<file path="src/rtl/dac_word_unpack_16.sv">
// Unpacks 32-bit host FIFO words into a 16-bit sample stream, with one-word prefetch.
// Optional macro UNPACK_SWAP_EN: emit the upper half-word first instead of the lower.
module dac_word_unpack_16 #(
   parameter int CNT_W = 32
) (
   input  logic             clk,
   input  logic             rst,
   input  logic             enable,
   input  logic             fifo_empty,
   output logic             fifo_rd_en,
   input  logic [31:0]      fifo_dout,
   output logic [15:0]      sample_data,
   output logic             sample_valid,
   input  logic             sample_ready,
   output logic             underrun,
   input  logic             underrun_clr,
   output logic [CNT_W-1:0] sample_count
);

   logic [31:0] act;
   logic [31:0] pf;
   logic        act_v;
   logic        pf_v;
   logic        hsel;
   logic        rd_pend;
   logic        primed;
   logic        hs;
   logic        vacate;
   logic [1:0]  occ;

   assign hs     = act_v & sample_ready;
   assign vacate = hs & hsel;

   // Slot occupancy after this cycle's second-half handshake frees the active word.
   assign occ = {1'b0, act_v} + {1'b0, pf_v} + {1'b0, rd_pend} - {1'b0, vacate};

   assign fifo_rd_en   = ~rst & enable & ~fifo_empty & (occ < 2'd2);
   assign sample_valid = act_v;

`ifdef UNPACK_SWAP_EN
   assign sample_data = hsel ? act[15:0] : act[31:16];
`else
   assign sample_data = hsel ? act[31:16] : act[15:0];
`endif

   always_ff @(posedge clk or posedge rst) begin
      if (rst) begin
         act     <= '0;
         pf      <= '0;
         act_v   <= 1'b0;
         pf_v    <= 1'b0;
         hsel    <= 1'b0;
         rd_pend <= 1'b0;
      end else begin
         rd_pend <= fifo_rd_en;
         if (vacate) begin
            hsel <= 1'b0;
            if (pf_v) begin
               act  <= pf;
               pf   <= fifo_dout;
               pf_v <= rd_pend;
            end else if (rd_pend) begin
               act <= fifo_dout;
            end else begin
               act_v <= 1'b0;
            end
         end else begin
            if (hs) begin
               hsel <= 1'b1;
            end
            // Landing data goes to the active slot only when it is empty.
            if (rd_pend) begin
               if (!act_v) begin
                  act   <= fifo_dout;
                  act_v <= 1'b1;
                  hsel  <= 1'b0;
               end else begin
                  pf   <= fifo_dout;
                  pf_v <= 1'b1;
               end
            end
         end
      end
   end

   always_ff @(posedge clk or posedge rst) begin
      if (rst) begin
         primed       <= 1'b0;
         underrun     <= 1'b0;
         sample_count <= '0;
      end else begin
         if (!enable) begin
            primed <= 1'b0;
         end else if (hs) begin
            primed <= 1'b1;
         end
         // A starvation event in the same cycle as a clear keeps the flag set.
         if (enable & primed & sample_ready & ~act_v) begin
            underrun <= 1'b1;
         end else if (underrun_clr) begin
            underrun <= 1'b0;
         end
         if (hs) begin
            sample_count <= sample_count + {{(CNT_W-1){1'b0}}, 1'b1};
         end
      end
   end

endmodule

</file>
<file path="config.mk">
export PLATFORM = sky130hd
export DESIGN_NAME = dac_word_unpack_16
export DESIGN_NICKNAME = d
export VERILOG_FILES = /design/src/rtl/dac_word_unpack_16.sv
export SDC_FILE = /design/constraint.sdc
export NUM_CORES = 1
export LEC_CHECK = 0
export CELL_PAD_IN_SITES_DETAIL_PLACEMENT = 1
export CELL_PAD_IN_SITES_GLOBAL_PLACEMENT = 1
export CORE_MARGIN = 5
export CORE_UTILIZATION = 39
export CTS_BUF_LIST = sky130_fd_sc_hd__clkbuf_4 sky130_fd_sc_hd__clkbuf_8
export DETAILED_ROUTE_END_ITERATION = 12
export GPL_TIMING_DRIVEN = 0
export PLACE_DENSITY_LB_ADDON = 0.2
export SLEW_MARGIN = 20
export SYNTH_ARGS = -nofsm -noshare
export SYNTH_HDL_FRONTEND = slang
export SYNTH_SLANG_ARGS = --single-unit
export TNS_END_PERCENT = 50
</file>
<file path="constraint.sdc">
create_clock -name clk -period 2.78 [get_ports clk]
set_input_delay 0.278 -clock clk [delete_from_list [all_inputs] [get_ports clk]]
set_output_delay 0.278 -clock clk [all_outputs]
set_load 0.005 [all_outputs]
</file>
Word level (Yosys, flattened, before mapping)
Index checks and enable logic that the tools add are counted.
Widths: inputs -> output; s select.
- add/sub/neg operators: 4
- order comparisons: 1
- equality and inequality tests: 5
- muxes and demuxes: 26
- bitwise operators: 11
- reductions and logical operators: 8
- operators by type and width (operator ; count):
    $mux 32 ; 9
    $add 32x1->32 const B ; 1
    $mux 1 ; 16
    $mux 16 ; 1
    $reduce_and 3->1 ; 3
    $and 1x1->1 ; 8
    $reduce_bool 2->1 ; 4
    $ne 2x2->1 const B ; 3
    $ne 2x1->1 const B ; 2
    $not 1->1 ; 3
    $add 1x1->2 ; 1
    $add 2x1->2 ; 1
    $lt 2x2->1 const B ; 1
    $reduce_and 2->1 ; 1
    $sub 2x1->2 ; 1
- register bits after elaboration: 102
- input port bits: 38
- output and inout port bits: 51
- word-level logic and storage cells: 64

Longest topological paths before layout
- depth in word-level cells: 5
- mapped depth: 10
- gate-level depth less buffers: 9

Worst setup path before layout
OpenSTA, ideal clock, no wires.
- kind: flip-flop to output port
- start point: register hsel
- end point: output fifo_rd_en
- arrival: 2.082 ns
- data required time: 2.502 ns
- setup slack: 0.420 ns
- stages on the path, launching flop included: 11
- path buffers: 2
- cell sequence: dfrtp_1 > buf_2 > buf_2 > nand2_1 > inv_1 > ha_1 > inv_1 > ha_1 > a21oi_1 > xnor2_1 > nor4b_1
- longest elaborated chain between the ends: 4
- RTL lines (what ; line ; text):
    start, declared ; 24 ; logic hsel;
    start signal, assigned ; 52 ; hsel <= 1'b0;
    start signal, assigned ; 57 ; hsel <= 1'b0;
    start signal, assigned ; 69 ; hsel <= 1'b1;
    $and 1x1->1 ; 32 ; assign vacate = hs & hsel;
    $sub 2x1->2 ; 35 ; assign occ = {1'b0, act_v} + {1'b0, pf_v} + {1'b0, rd_pend} - {1'b0, vacate};
    $lt 2x2->1 ; 37 ; assign fifo_rd_en = ~rst & enable & ~fifo_empty & (occ < 2'd2);
    $and 1x1->1 ; 37 ;
    end, declared ; 10 ; output logic fifo_rd_en,
No other way between the ends.

Worst setup path after layout
- start point: register act_v, in the netlist sample_valid
- end point: output fifo_rd_en
- longest elaborated chain between the ends: 5
- elaborated cells on any way between the ends: 7
- those cells by class: add/sub (3); order compare (1); bitwise (3)
- RTL lines (what ; line ; text):
    start, declared ; 22 ; logic act_v;
    start signal, assigned ; 50 ; act_v <= 1'b0;
    start signal, assigned ; 65 ; act_v <= 1'b0;
    start signal, assigned ; 75 ; act_v <= 1'b1;
    $add 1x1->2 or $and 1x1->1 (tied branches) ; 35, 31 ;
    $add 2x1->2 or $and 1x1->1 (tied branches) ; 35, 32 ;
    $sub 2x1->2 * ; 35 ;
    $lt 2x2->1 * ; 37 ;
    $and 1x1->1 * ; 37 ;
Every way passes the cells marked *; elsewhere a longest branch is shown, timed or not.

==> impl_metrics.yaml <==
status:
  status: "completed"
critical_path:
  slowest_delay_ns: 0.40
  r2r-start: "sample_valid"
  cp_top_family: "simple AND/OR/NAND/NOR gates"
  worst_path_most_repeated_cell: "inv_2"
  startpoint_type: "register"
  crit_path_cell_trace: "buf_6, and2_4, nand2_4, inv_2, ha_1, inv_2, ha_4, a21oi_2, xnor2_1, nor4b_2, buf_2"
  rrSetupSlack_ns: 0.75
  cp.required_ns: 2.50
  cp-end-kind: "output pin"
  path_max_fanout: 4
  timing.rr.end: "rd_pend"
  worst_ep_arrival_time_ns: 2.37
  critical_path_buf_inv_count: 4
  reg2reg_depth: 11
  critPathKind: "reg2out"
  cp_slowest_cell: "dfrtp_1"
floorplan:
  start_util: 0.400
  die_area_sq_um: 14700
  chipWidth_um: 121
  dieHeight_um: 121
  fp-row-count: 40
  ios: 89
  core_area_sq_um: 12100
global_route:
  antenna_found_initial: 0
  overflow: 0
  gr-usage-all-layers: 0.176
  first_global_vias: 3902
  grt_max_degree: 29
  grt_pass1_wl_mm: 20.2
route:
  dr.pass1.iters: 4
  wl_per_cell_um: 18.2
  antenna_left: 0
  drt_iter0_drc: 147
  vias: 3406
  via_per_inst: 5.11
  drc: 0
  wl_mm: 12.2
clock_tree:
  ctsHtreeMaxLevel: 3
  root_buffer: "clkbuf_8"
  numCtsBuffers: 9
  path_clk_slew_ns: 0.09
  cts_buffer_depth: 2
  cts_tree: "yes"
  clkLatencyLatePin_ns: 0.38
  ctsHoldBuffers: 0
  clock-sinks: 102
finish:
  final_layout_size_suffix_gt1_frac: 0.214
  register_area_sq_um: 2550
  final_core_util: 0.521
  num-nets-final: 537
  syn_to_final_growth_pct: 30.2
  multi_input_area_sq_um: 2130
  n_antenna_cell: 0
  n_fill_cell: 1264
synthesis:
  ys_types: 39
  syn_inst: 389
  synth_area_leaders: "dfrtp_1 (53%), mux2_4 (9.3%), mux2i_1 (6.6%)"
  synth_area_leader_cell: "dfrtp_1"
  synth-edff-count: 0
  ys.flop_type: "dfrtp_1"
  avgSynthCellArea_sq_um: 12.4
  netlist.area_leader.share: 0.529
  syn_nets: 431
  yosysWarnings: 0
  ys_ff_latch: 102
  seq_area_frac_synth: 0.529
  syn_area_sq_um: 4820
  async_reset_ff_frac: 1.00
power:
  p_seq_frac: 0.425
  p_clk_frac: 0.185
  power_density_nw_per_um2: 888
  p_switching_uw: 1730
  vdd_drop_max_v: 0.000408
  comb_power_share: 0.390
  switching_share: 0.310
  p_int_uw: 3850
  p_leak_uw: 0.00299
timing:
  hold_viol_final: 0
  worst_pin_slew_ns: 0.578
  skew_ns: 0.0106
  hold-worst-slack_ns: 0.221
  final.min_clock_period_ns: 2.65
  slew_headroom: 0.615
  slew_viol_final: 0
  finalCritPeriodShare: 0.952
  max_freq_mhz: 378
  setup_viol: 0
place:
  port_buffers: 87
  dpl.hpwl_mm: 8.77
  routabilityCongestion: 0.817
hold_path:
  min_path_cells: 3
  hold_end: "underrun"
  hold_class: "in2reg"
  hold_start: "sample_ready"
job:
  maxCapViolations: 0
synthesized netlist by cell type (4+ instances only):
cell type and number:
o21ai_1 33, buf_6 5, mux2i_1 32, nand3_1 9
nand2_1 44, inv_1 9, buf_2 11, xnor2_1 27
mux2_4 30, and4_1 4, ha_1 4, o21ai_0 4
xor2_1 6, nand4_1 15, dfrtp_1 102, mux2_2 17
and3_1 5
worst max-delay path by stage:
stage | from | end | cells after the start | slack, ns
after floorplan | hsel | fifo_rd_en | 10 | 0.42
after global placement | hsel | fifo_rd_en | 11 | -0.51
after detailed placement | hsel | fifo_rd_en | 11 | -0.54
after CTS | sample_valid | fifo_rd_en | 11 | 0.01
after global routing | sample_valid | fifo_rd_en | 11 | -0.005
final | sample_valid | fifo_rd_en | 11 | 0.13
state kept, by name (all words and copies together), names as in the netlist:
signal and count:
sample_valid 1, sample_count 32, pf_v 1, hsel 1
primed 1, rd_pend 1, act 32, underrun 1
pf 32
per-layer routing:
layer / up-vias / routed length (um) / global-route usage
met5: - / 0 / 0
met4: 0 / 239 / 0.0735
met3: 15 / 503 / 0.0312
met2: 83 / 6050 / 0.299
met1: 1749 / 5370 / 0.221
li1: 1559 / - / -
worst min-delay path: stages:
cell	delay (ns)
buf_6	0.12
nand4b_1	0.09
o21ai_0	0.07
per-stage QoR:
step | TNS (ns) | instances | power, uW | worst slack, ns | area (sq um)
after floorplan | 0 | 389 | 3590 | 0.420 | 4830
after CTS | 0 | 668 | 5670 | 0.0102 | 6280
after global placement | -0.509 | 644 | 4390 | -0.509 | 5910
after global routing | -0.00465 | 667 | 5940 | -0.00465 | 6280
after detailed placement | -0.536 | 648 | 4500 | -0.536 | 6000
final | 0 | 667 | 5570 | 0.134 | 6280
logic make-up (layout without fill, tap and decap cells):
group / after synthesis / in the layout / share of synthesized area
AOI/OAI and AO/OA: 41 / 41 / 0.0449
xor gates and xnor gates: 33 / 33 / 0.0599
adders and majority gates: 4 / 4 / 0.0104
buffers and inverters: 29 / 139 / 0.0348
DFF: 102 / 102 / 0.529
muxes: 81 / 81 / 0.204
and+or+nand+nor: 99 / 99 / 0.117
power by group through the flow:
stage / Combinational (uW) / Sequential (uW) / Clock, uW
CTS: 2230 / 2370 / 1070
detailed placement: 2100 / 2400 / 0
floorplan: 1300 / 2290 / 0
global placement: 2020 / 2360 / 0
finish: 2170 / 2370 / 1030
global route: 2380 / 2440 / 1130
timing repair:
action	4_1_cts	5_1_grt
gates resized for setup	15	3
buffers inserted	5	0
setup endpoints to repair	1	1
pin swaps	4	4
area by class of cell:
type,instances,share of cell area
Clock buffer,10,0.0209
Buffer,19,0.0221
Sequential cell,102,0.407
Timing Repair Buffer,96,0.159
Inverter,9,0.00598
Multi-Input combinational cell,258,0.340
Clock inverter,5,0.0120
Tap cell,168,0.0335
placed cells by master, fill, tap and decap left out, types with 3 or more instances in the layout:
cell             count
o21ai_0              4
xor2_1               6
nor2_1               3
clkdlybuf4s50_1     86
clkinv_2             3
nand2_1             43
and3_1               5
nor3_1               3
dfrtp_1            102
nand3_1              9
o21ai_1             33
buf_4                6
mux2_2              17
and4_1               4
xnor2_1             27
buf_6                7
mux2i_1             32
nand4_1             15
buf_2               10
clkbuf_8             9
inv_1                6
mux2_4              30
ha_1                 3
No activity file was read; power rests on OpenSTA's default activity.
